$ cat src/rtl/square_seq.sv
// Sequential shift-add squarer: Q8.8 operand in, exact Q16.16 square out, plus
// a rounded/saturated 8-bit integer view of the square.
module square_seq (
  input  logic        clk,
  input  logic        reset,
  input  logic        in_valid,
  output logic        in_ready,
  input  logic [15:0] in,
  output logic        out_valid,
  input  logic        out_ready,
  output logic [31:0] out,
  output logic [7:0]  out_round,
  output logic        sat,
  output logic [1:0]  dbg_state
);

  typedef enum logic [1:0] {
    IDLE = 2'd0,
    CALC = 2'd1,
    DONE = 2'd2
  } state_t;

  state_t      state, state_next;
  logic [31:0] a;
  logic [15:0] b;
  logic [31:0] acc;
  logic [3:0]  cnt;

  logic [31:0] acc_sum;
  logic [8:0]  round_sum;
  logic        sat_next;
  logic [7:0]  round_next;

  // Handshakes: a transfer happens on a rising edge where valid and ready are
  // both high; in_ready is high only in IDLE, out_valid only in DONE.
  assign in_ready  = (state == IDLE);
  assign out_valid = (state == DONE);
  assign dbg_state = state;

  always_comb begin
    acc_sum    = b[0] ? (acc + a) : acc;
    round_sum  = {1'b0, acc_sum[23:16]} + {8'd0, acc_sum[15]};
    sat_next   = (acc_sum[31:24] != 8'd0) || round_sum[8];
    round_next = sat_next ? 8'hFF : round_sum[7:0];
  end

  always_comb begin
    state_next = state;
    case (state)
      IDLE: if (in_valid) state_next = CALC;
      CALC: if (cnt == 4'd15) state_next = DONE;
      DONE: if (out_ready) state_next = IDLE;
      default: state_next = IDLE;
    endcase
  end

  always_ff @(posedge clk) begin
    if (reset) state <= IDLE;
    else       state <= state_next;
  end

  // Datapath; the result registers only load on the last CALC cycle, so they
  // hold through DONE and back in IDLE until the next result.
  always_ff @(posedge clk) begin
    if (reset) begin
      a         <= 32'd0;
      b         <= 16'd0;
      acc       <= 32'd0;
      cnt       <= 4'd0;
      out       <= 32'd0;
      out_round <= 8'd0;
      sat       <= 1'b0;
    end else begin
      case (state)
        IDLE: begin
          if (in_valid) begin
            a   <= {16'd0, in};
            b   <= in;
            acc <= 32'd0;
            cnt <= 4'd0;
          end
        end
        CALC: begin
          acc <= acc_sum;
          a   <= a << 1;
          b   <= b >> 1;
          cnt <= cnt + 4'd1;
          if (cnt == 4'd15) begin
            out       <= acc_sum;
            out_round <= round_next;
            sat       <= sat_next;
          end
        end
        default: ;
      endcase
    end
  end

endmodule
$ cat config.mk
export PLATFORM = sky130hd
export DESIGN_NAME = square_seq
export DESIGN_NICKNAME = d
export VERILOG_FILES = /design/src/rtl/square_seq.sv
export SDC_FILE = /design/constraint.sdc
export NUM_CORES = 1
export LEC_CHECK = 0
export ABC_AREA = 1
export ABC_CLOCK_PERIOD_IN_PS = 4050
export CAP_MARGIN = 30
export CELL_PAD_IN_SITES_DETAIL_PLACEMENT = 1
export CELL_PAD_IN_SITES_GLOBAL_PLACEMENT = 1
export CORE_MARGIN = 1
export CORE_UTILIZATION = 32
export CTS_BUF_LIST = sky130_fd_sc_hd__clkbuf_4
export DETAILED_ROUTE_END_ITERATION = 7
export GPL_TIMING_DRIVEN = 1
export PLACE_DENSITY_LB_ADDON = 0.1
export REMOVE_ABC_BUFFERS = 1
export SYNTH_ARGS = -nofsm -noshare
export SYNTH_HDL_FRONTEND = slang
export SYNTH_SLANG_ARGS = --single-unit
$ cat constraint.sdc
create_clock -name clk -period 4.05 [get_ports clk]
set_input_delay 1.0125 -clock clk [delete_from_list [all_inputs] [get_ports clk]]
set_output_delay 1.0125 -clock clk [all_outputs]
set_load 0.005 [all_outputs]
# After elaboration in Yosys (flattened, before gate mapping)
# Cells that the tools add are included.
# W data, S select, Z words.
# word_totals
reg_bits	127
out_inout_bits	45
wordCells	38
inputBits	20
# classes
addsub	3
n_eq_ne	6
reduce_logical	7
mux	14
# op_table
op	count
$pmux W32 S2	2
$mux W32	3
$add A32 B32 Y32	1
$pmux W16 S2	1
$mux W16	1
$add A8 B1 Y9	1
$mux W8	1
$pmux W4 S2	1
$reduce_bool A8 Y1	1
$mux W2	3
$pmux W2 S3	1
$add A4 B1 Y4 const B	1
$eq A4 B4 Y1 const B	1
$mux W4	1
$ne A2 B2 Y1 const B	2
$reduce_and A2 Y1	2
$reduce_and A3 Y1	1
$eq A2 B1 Y1 const B	1
$eq A2 B2 Y1 const B	1
$logic_not A2 Y1	1
$ne A2 B1 Y1 const B	1
$reduce_bool A2 Y1	1
$logic_or A1 B1 Y1	1

# Logic depth before layout (Yosys ltp)
# Gate-level depths: netlist (run 1).
# depth
ltp_word	5
mapped_depth	23
depth_no_buf	23

# Worst setup path before layout (run 1)
# OpenSTA, ideal clock, no wires.
# synth_timing
path_kind	reg-to-reg
startpoint	register a[0]
endpoint	register out_round[6]
path_stages_with_launch	22
slack_ns	1.361
synth_period_minus_slack_ns	2.689
path_buffers	0
arrival_time_ns	2.580
setup_time_ns	0.109
t_required_ns	3.941
path_cell_list	dfxtp_1 > ha_1 > fa_1 > nand3_1 > nand3_2 > nand2_1 > nand2_2 > nand2_1 > nand2_1 > nand2_1 > nand2_1 > o21ai_2 > nand2_4 > inv_1 > ha_1 > nand3_1 > nor2_4 > nand3_1 > nand2_1 > nand3_1 > nand2_1 > inv_1
# synth_between
elab_chain_cells	5
elab_cells_between_ends	6
cone_classes	add/sub: 2; mux: 2; reduce/logical: 2
# synth_rtl
element	line_no	rtl
start: declaration	24	logic [31:0] a;
start signal: assignment	77	a <= {16'd0, in};
start signal: assignment	85	a <= a << 1;
$add A32 B32 Y32 *	41	acc_sum = b[0] ? (acc + a) : acc;
$mux W32 *	41	
$add A8 B1 Y9 / $reduce_bool A8 Y1 (equally long branches)	42, 43	
$logic_or A1 B1 Y1	43	sat_next = (acc_sum[31:24] != 8'd0) || round_sum[8];
$mux W8 *	44	round_next = sat_next ? 8'hFF : round_sum[7:0];
end signal: assignment	90	out_round <= round_next;
end: declaration	12	output logic [7:0] out_round,
# Every way passes the cells marked *; elsewhere a longest branch is shown, timed or not.
# A chain may end at the register's enable or synchronous reset.

# Worst setup path after layout (run 1)
# layout_timing
startpoint	register a[0]
endpoint	register out_round[5]
# Same word-level chain as after synthesis.

==> flow_summary.toml, run 1 <==
[logic_synthesis]
syn_area_per_cell_um2 = 6.214
synth_most_common_cell = "nand2_1"
syn_area_um2 = 8023
netlist_instances = 1291
synth_edf_count = 0
seq_area_frac_synth = 0.3169
synthTopCellsByArea = "dfxtp_1 (32%), nand2_1 (23%), inv_1 (7.6%), ha_1 (5.1%), a21oi_1 (4.8%)"
synth_warnings = 0
yosys_register_bits = 127
ys_types = 41
synthArstFlopShare = 0
synthTopCellsByCount = "nand2_1 (493), inv_1 (162), dfxtp_1 (127), nor2_1 (82), a21oi_1 (77)"
ys.flop_type = "dfxtp_1"
synth_top_cell_by_area = "dfxtp_1"
netlist.area_leader.share = 0.3169

[clock_network]
cts_buffers = 17
cts_tree = "yes"
cts_resized = 0
cts_hold_buf = 0
htreeDepth = 4
postCtsSetupRepairBufs = 0
cts_buffer_depth = 2
cts-root-buf = "clkbuf_4"
clk_pin_slew_ns = 0.13
cts_sinks = 127
clk-insertion-delay-late_ns = 0.56

[worst_setup_path]
critPathArrivalTime_ns = 3.59
setup.worst_path.end_class = "flop"
crit_chain = "ha_1, fa_1, nand3_1, nand3_2, nand2_1, nand2_2, nand2_1, nand2_1, nand2_1, nand2_1, o21ai_2, nand2_4, inv_1, ha_1, nand3_1, nor2_4, nand3_1, nor2_1, nor2_1, a21oi_2"
path_class = "reg2reg"
cp_slowest_cell = "fa_1"
worstPathMaxFanout = 5
critPathLaunchType = "flop"
required_ns = 4.53
crit_path_frequent_cell = "nand2_1"
critPathMaxStageDelay_ns = 0.44

[finish]
area_growth_pct = 16.24
multi_input_area_um2 = 4627
nets = 1391
final_cells = 1675
final_area_um2 = 9325
fillers = 3225
drive_gt1_frac = 0.09926
seqCellArea_um2 = 2542

[timing]
maxSlewViolCount = 0
grt_setup_unrepaired = "no"
min_period_ns = 3.112
setup_viol = 0
fmax_mhz = 321.3
final.period_utilization = 0.7684
hold_viol = 0
finClkSkew_ns = 0.02626
relSlewSlack = 0.3682
worst_pin_slew_ns = 0.9477

[routing]
vias = 7833
viasPerCell = 4.676
wirelength_mm = 24.80
drtPass1Iterations = 4
post-route-drc-count = 0
postRouteAntennaNets = 0
wl_per_cell_um = 14.80
first_iter_violations = 354

[global_route]
grt_usage = 0.2001
antenna_found_initial = 1
grt_max_degree = 84
grt_pass1_vias = 7981
grt_pass1_wl_mm = 41.19
grt_remaining_overflow = 0

[pwr]
ir_drop_v = 0.0001261
power_mw = 2.653
power_density_nw_per_um2 = 284.5
p_leak_nw = 4.392

[status]
status = "complete, no violations"

[flow_run]
maxCapViolCount = 0

[floorplan]
die-area_um2 = 25710
fp.dieH_um = 160.3
start_util = 0.3280
row_count = 57
io_pins = 65
die_w_um = 160.3
coreArea_um2 = 24460

[place]
dp.final_hpwl_mm = 18.45
portBuffers = 64
place_congestion = 0.8523
dpl_cell_area_um2 = 8979
dpl.cell_count = 1642

[min_path]
hold_path.class = "reg2reg"
-- routing by layer --
layer / vias to the layer above / wire (um) / GRT usage
met5: - / 0 / 0
met4: 0 / 147 / 0.04199
met3: 8 / 417 / 0.02996
met2: 60 / 11310 / 0.3281
met1: 3663 / 12920 / 0.2770
li1: 4102 / - / -
-- stage by stage --
step / setup slack, ns / hold slack (ns) / TNS [ns] / util
after global routing: 0.6054 / 0.4978 / 0 / 0.3812
after CTS: 0.9097 / 0.4848 / 0 / 0.3811
after floorplan: -2.940 / 0.4349 / -310.38 / -
after global placement: 1.057 / 0.4529 / 0 / 0.3670
final: 0.9381 / 0.4804 / 0 / 0.3812
after detailed placement: 0.9366 / 0.4606 / 0 / 0.3670
-- where the power goes --
part	internal [mW]	switching, mW	total, mW
logic	0.0814	0.178	0.260
clock network	0.550	0.547	1.10
registers	1.28	0.0205	1.30
total	1.91	0.746	2.65
-- cell type report --
class | instances | share of cell area
Antenna cell | 1 | 0.0002683
Clock buffer | 17 | 0.01369
Clock inverter | 15 | 0.02321
Inverter | 186 | 0.07487
Multi-Input combinational cell | 932 | 0.4962
Sequential cell | 127 | 0.2726
Tap cell | 324 | 0.04347
Timing Repair Buffer | 73 | 0.07567
-- flip-flops by register name, summed over array words and instances (netlist names) --
signal / count
acc: 32
cnt: 4
out_round: 8
a: 32
b: 16
dbg_state: 2
out: 32
sat: 1
-- critical path: cells and delay by family, from the launching register on --
family          cells  cell delay [ns]
compound gates      2             0.32
simple gates       14             1.42
fa+ha+maj           3             0.87
flops               1             0.35
buf+inv             1             0.07
-- cell usage in the layout (no fill, tap or decap), types with 20 or more instances in the layout --
| cell type | instances |
|---|---|
| o21ai_0 | 35 |
| a21oi_1 | 77 |
| nand3_1 | 57 |
| inv_2 | 20 |
| nand2_1 | 493 |
| nor2_1 | 79 |
| inv_1 | 162 |
| a31oi_1 | 24 |
| nand2_2 | 27 |
| ha_1 | 33 |
| dfxtp_1 | 127 |
| clkdlybuf4s50_1 | 63 |
-- cell families (layout without fill, tap and decap cells) --
group,after synthesis,after routing,share of synthesized area
AO/OA/AOI/OAI,162,162,0.1131
XOR/XNOR,16,16,0.01747
adder cells (fa/ha/maj),34,34,0.05396
buffers and inverters,232,291,0.1092
flip-flops,127,127,0.3169
other,0,1,0
AND/OR/NAND/NOR,720,720,0.3894
-- worst paths after layout --
path               start           end  slack (ns)  cells after the start
hold reg to reg   cnt[3]        cnt[3]        0.48                      2
setup / recovery    a[0]  out_round[5]        0.94                     20
hold / removal    cnt[3]        cnt[3]        0.48                      2
setup reg to reg    a[0]  out_round[5]        0.94                     20
Power figures use the tool's default switching activity.
==> run 2: changes to the inputs <==
ABC_CLOCK_PERIOD_IN_PS = 3000   (was 4050)
clock period = 3 ns   (was 4.05 ns; I/O delays follow)
==> run 2 against run 1 <==
Against the previous run: clock skew increased by 0.0038 ns; design area increased by 2.2%; maximum frequency increased by 10%; register-to-register slack got worse by 0.77 ns; combinational power increased by 42%; sequential cell count unchanged.
==> flow_summary.toml, run 2 (synthesis results as in run 1) <==
[floorplan]
row_count = 57
fp.dieH_um = 160.3
io_pins = 65
start_util = 0.3280
die-area_um2 = 25710
die_w_um = 160.3
coreArea_um2 = 24460

[clock_network]
cts_hold_buf = 0
htreeDepth = 4
cts-root-buf = "clkbuf_4"
clk_pin_slew_ns = 0.15
cts_buffers = 17
cts_sinks = 127
cts_tree = "yes"
clk-insertion-delay-late_ns = 0.56
cts_buffer_depth = 2

[timing]
maxSlewViolCount = 0
hold_viol = 0
setup_viol = 0
fmax_mhz = 353.5
finClkSkew_ns = 0.03002
finalSetupTns_ns = 0
final.period_utilization = 0.9430
worst_pin_slew_ns = 0.9339
timing.hold.ws_ns = 0.4750
grt_setup_unrepaired = "yes"
min_period_ns = 2.829
relSlewSlack = 0.3759

[routing]
drtPass1Iterations = 4
wl_per_cell_um = 14.84
vias = 7906
viasPerCell = 4.686
first_iter_violations = 288
post-route-drc-count = 0
wirelength_mm = 25.04
postRouteAntennaNets = 0

[min_path]
min_to = "cnt[3]"
min_from = "cnt[3]"
hold_path.class = "reg2reg"
worstHoldPathCells = 2

[global_route]
grt_pass1_wl_mm = 41.39
grt_remaining_overflow = 0
antenna_found_initial = 1
grt_pass1_vias = 7894
grt_max_degree = 54
grt_usage = 0.2014

[finish]
drive_gt1_frac = 0.1307
final_area_um2 = 9529
top_regs = "a: 32 flops, acc: 32 flops, out: 32 flops"
multi_input_area_um2 = 4791
final_common_cell = "nand2_1"
final_cells = 1687
area_growth_pct = 18.78
seqCellArea_um2 = 2551
final_cell_mix = "nand2_1 (489), inv_1 (162), dfxtp_1 (120)"
fillers = 3225
nets = 1403

[place]
dp.final_hpwl_mm = 19.06
portBuffers = 64
dpl_cell_area_um2 = 9074
place_congestion = 0.9216
dpl.cell_count = 1653

[status]
status = "complete, no violations"

[pwr]
seqPwrFrac = 0.521
switchingPower_mw = 1.035
p_leak_nw = 4.391
power_density_nw_per_um2 = 353.9
ir_drop_v = 0.0002341
p_int_mw = 2.338
p_clk_frac = 0.370
sw_frac_of_total = 0.3068
combinationalPowerShare = 0.109

[flow_run]
maxCapViolCount = 0

[worst_setup_path]
reg2reg_from = "a[11]"
critPathArrivalTime_ns = 3.31
crit_chain = "ha_1, nand2_2, inv_2, nand2_2, inv_1, a21oi_1, nand2_2, xor2_1, nand2_1, nand2_2, nand2_4, inv_1, ha_2, nand3_2, nor2_4, nand3_2, nor2_1, nor2_2, nor2_1"
setup.worst_path.end_class = "flop"
critPathLaunchType = "flop"
worstPathMaxFanout = 4
r2r_end = "sat"
required_ns = 3.48
critPathMaxStageDelay_ns = 0.37
cp_slowest_cell = "ha_1"
crit_path_frequent_cell = "nand2_2"
path_class = "reg2reg"
rr_worst_depth = 19
r2r_setup_slack_ns = 0.17
[run 2: changes by cell type in the layout (fill, tap and decap cells not counted), moves of 4 or more]
cell	change
buf_4	+11
dfxtp_1	-7
dfxtp_2	+7
ha_1	-12
ha_2	+5
ha_4	+7
nand2_1	-4
nand2_2	+4
[run 2: layout make-up]
cell class	instances	share of cell area
diodes	1	0.0002626
clock buffers	17	0.01339
clock inverters	15	0.01523
inverters	186	0.07327
multi-input cells	932	0.5028
flip-flops and latches	127	0.2677
well taps	324	0.04254
repair buffers	85	0.08482
[run 2: power groups by stage]
stage | combinational [mW] | sequential (mW) | clock [mW]
after global placement | 0.360 | 1.79 | 0
after CTS | 0.362 | 1.75 | 1.30
final | 0.368 | 1.76 | 1.25
after global routing | 0.411 | 1.76 | 1.37
after detailed placement | 0.360 | 1.79 | 0
after floorplan | 0.199 | 1.79 | 0
[run 2: what timing repair did]
item                                    4_1_cts  5_1_grt
resized for setup                             0       36
endpoints found under the setup margin        0        9
buffers inserted                              0        1
[run 2: worst max path at each step]
stage / cells past startpoint / startpoint / slack, ns / endpoint
finish: 19 / a[11] / 0.17 / sat
global route: 19 / acc[9] / -0.02 / out_round[7]
CTS: 20 / a[0] / 0.05 / sat
detailed placement: 20 / a[0] / 0.09 / sat
global placement: 21 / a[0] / 0.13 / out_round[6]
floorplan: 6 / dbg_state[0] / -3.99 / cnt[2]
[run 2: critical path, delay by kind of cell (launching register included)]
family	cells	cell delay (ns)
xor+xnor	1	0.14
buf+inv	3	0.15
fa+ha+maj	2	0.55
compound gates	1	0.16
flops	1	0.36
simple gates	12	1.37
[run 2: layer usage]
metal | track usage | vias up | wire length (um)
li1 | - | 4140 | -
met1 | 0.2892 | 3680 | 13240
met2 | 0.3144 | 65 | 10850
met3 | 0.03099 | 21 | 587
met4 | 0.04805 | 0 | 358
met5 | 0 | - | 0
[run 2: metrics by stage]
stage / utilization / worst slack [ns] / power, mW
3_5_place_dp: 0.3709 / 0.09264 / 2.150
3_3_place_gp: 0.3709 / 0.1329 / 2.148
5_1_grt: 0.3895 / -0.02299 / 3.545
4_1_cts: 0.3821 / 0.05214 / 3.415
6_report: 0.3895 / 0.1710 / 3.373
2_1_floorplan: - / -3.990 / 1.985
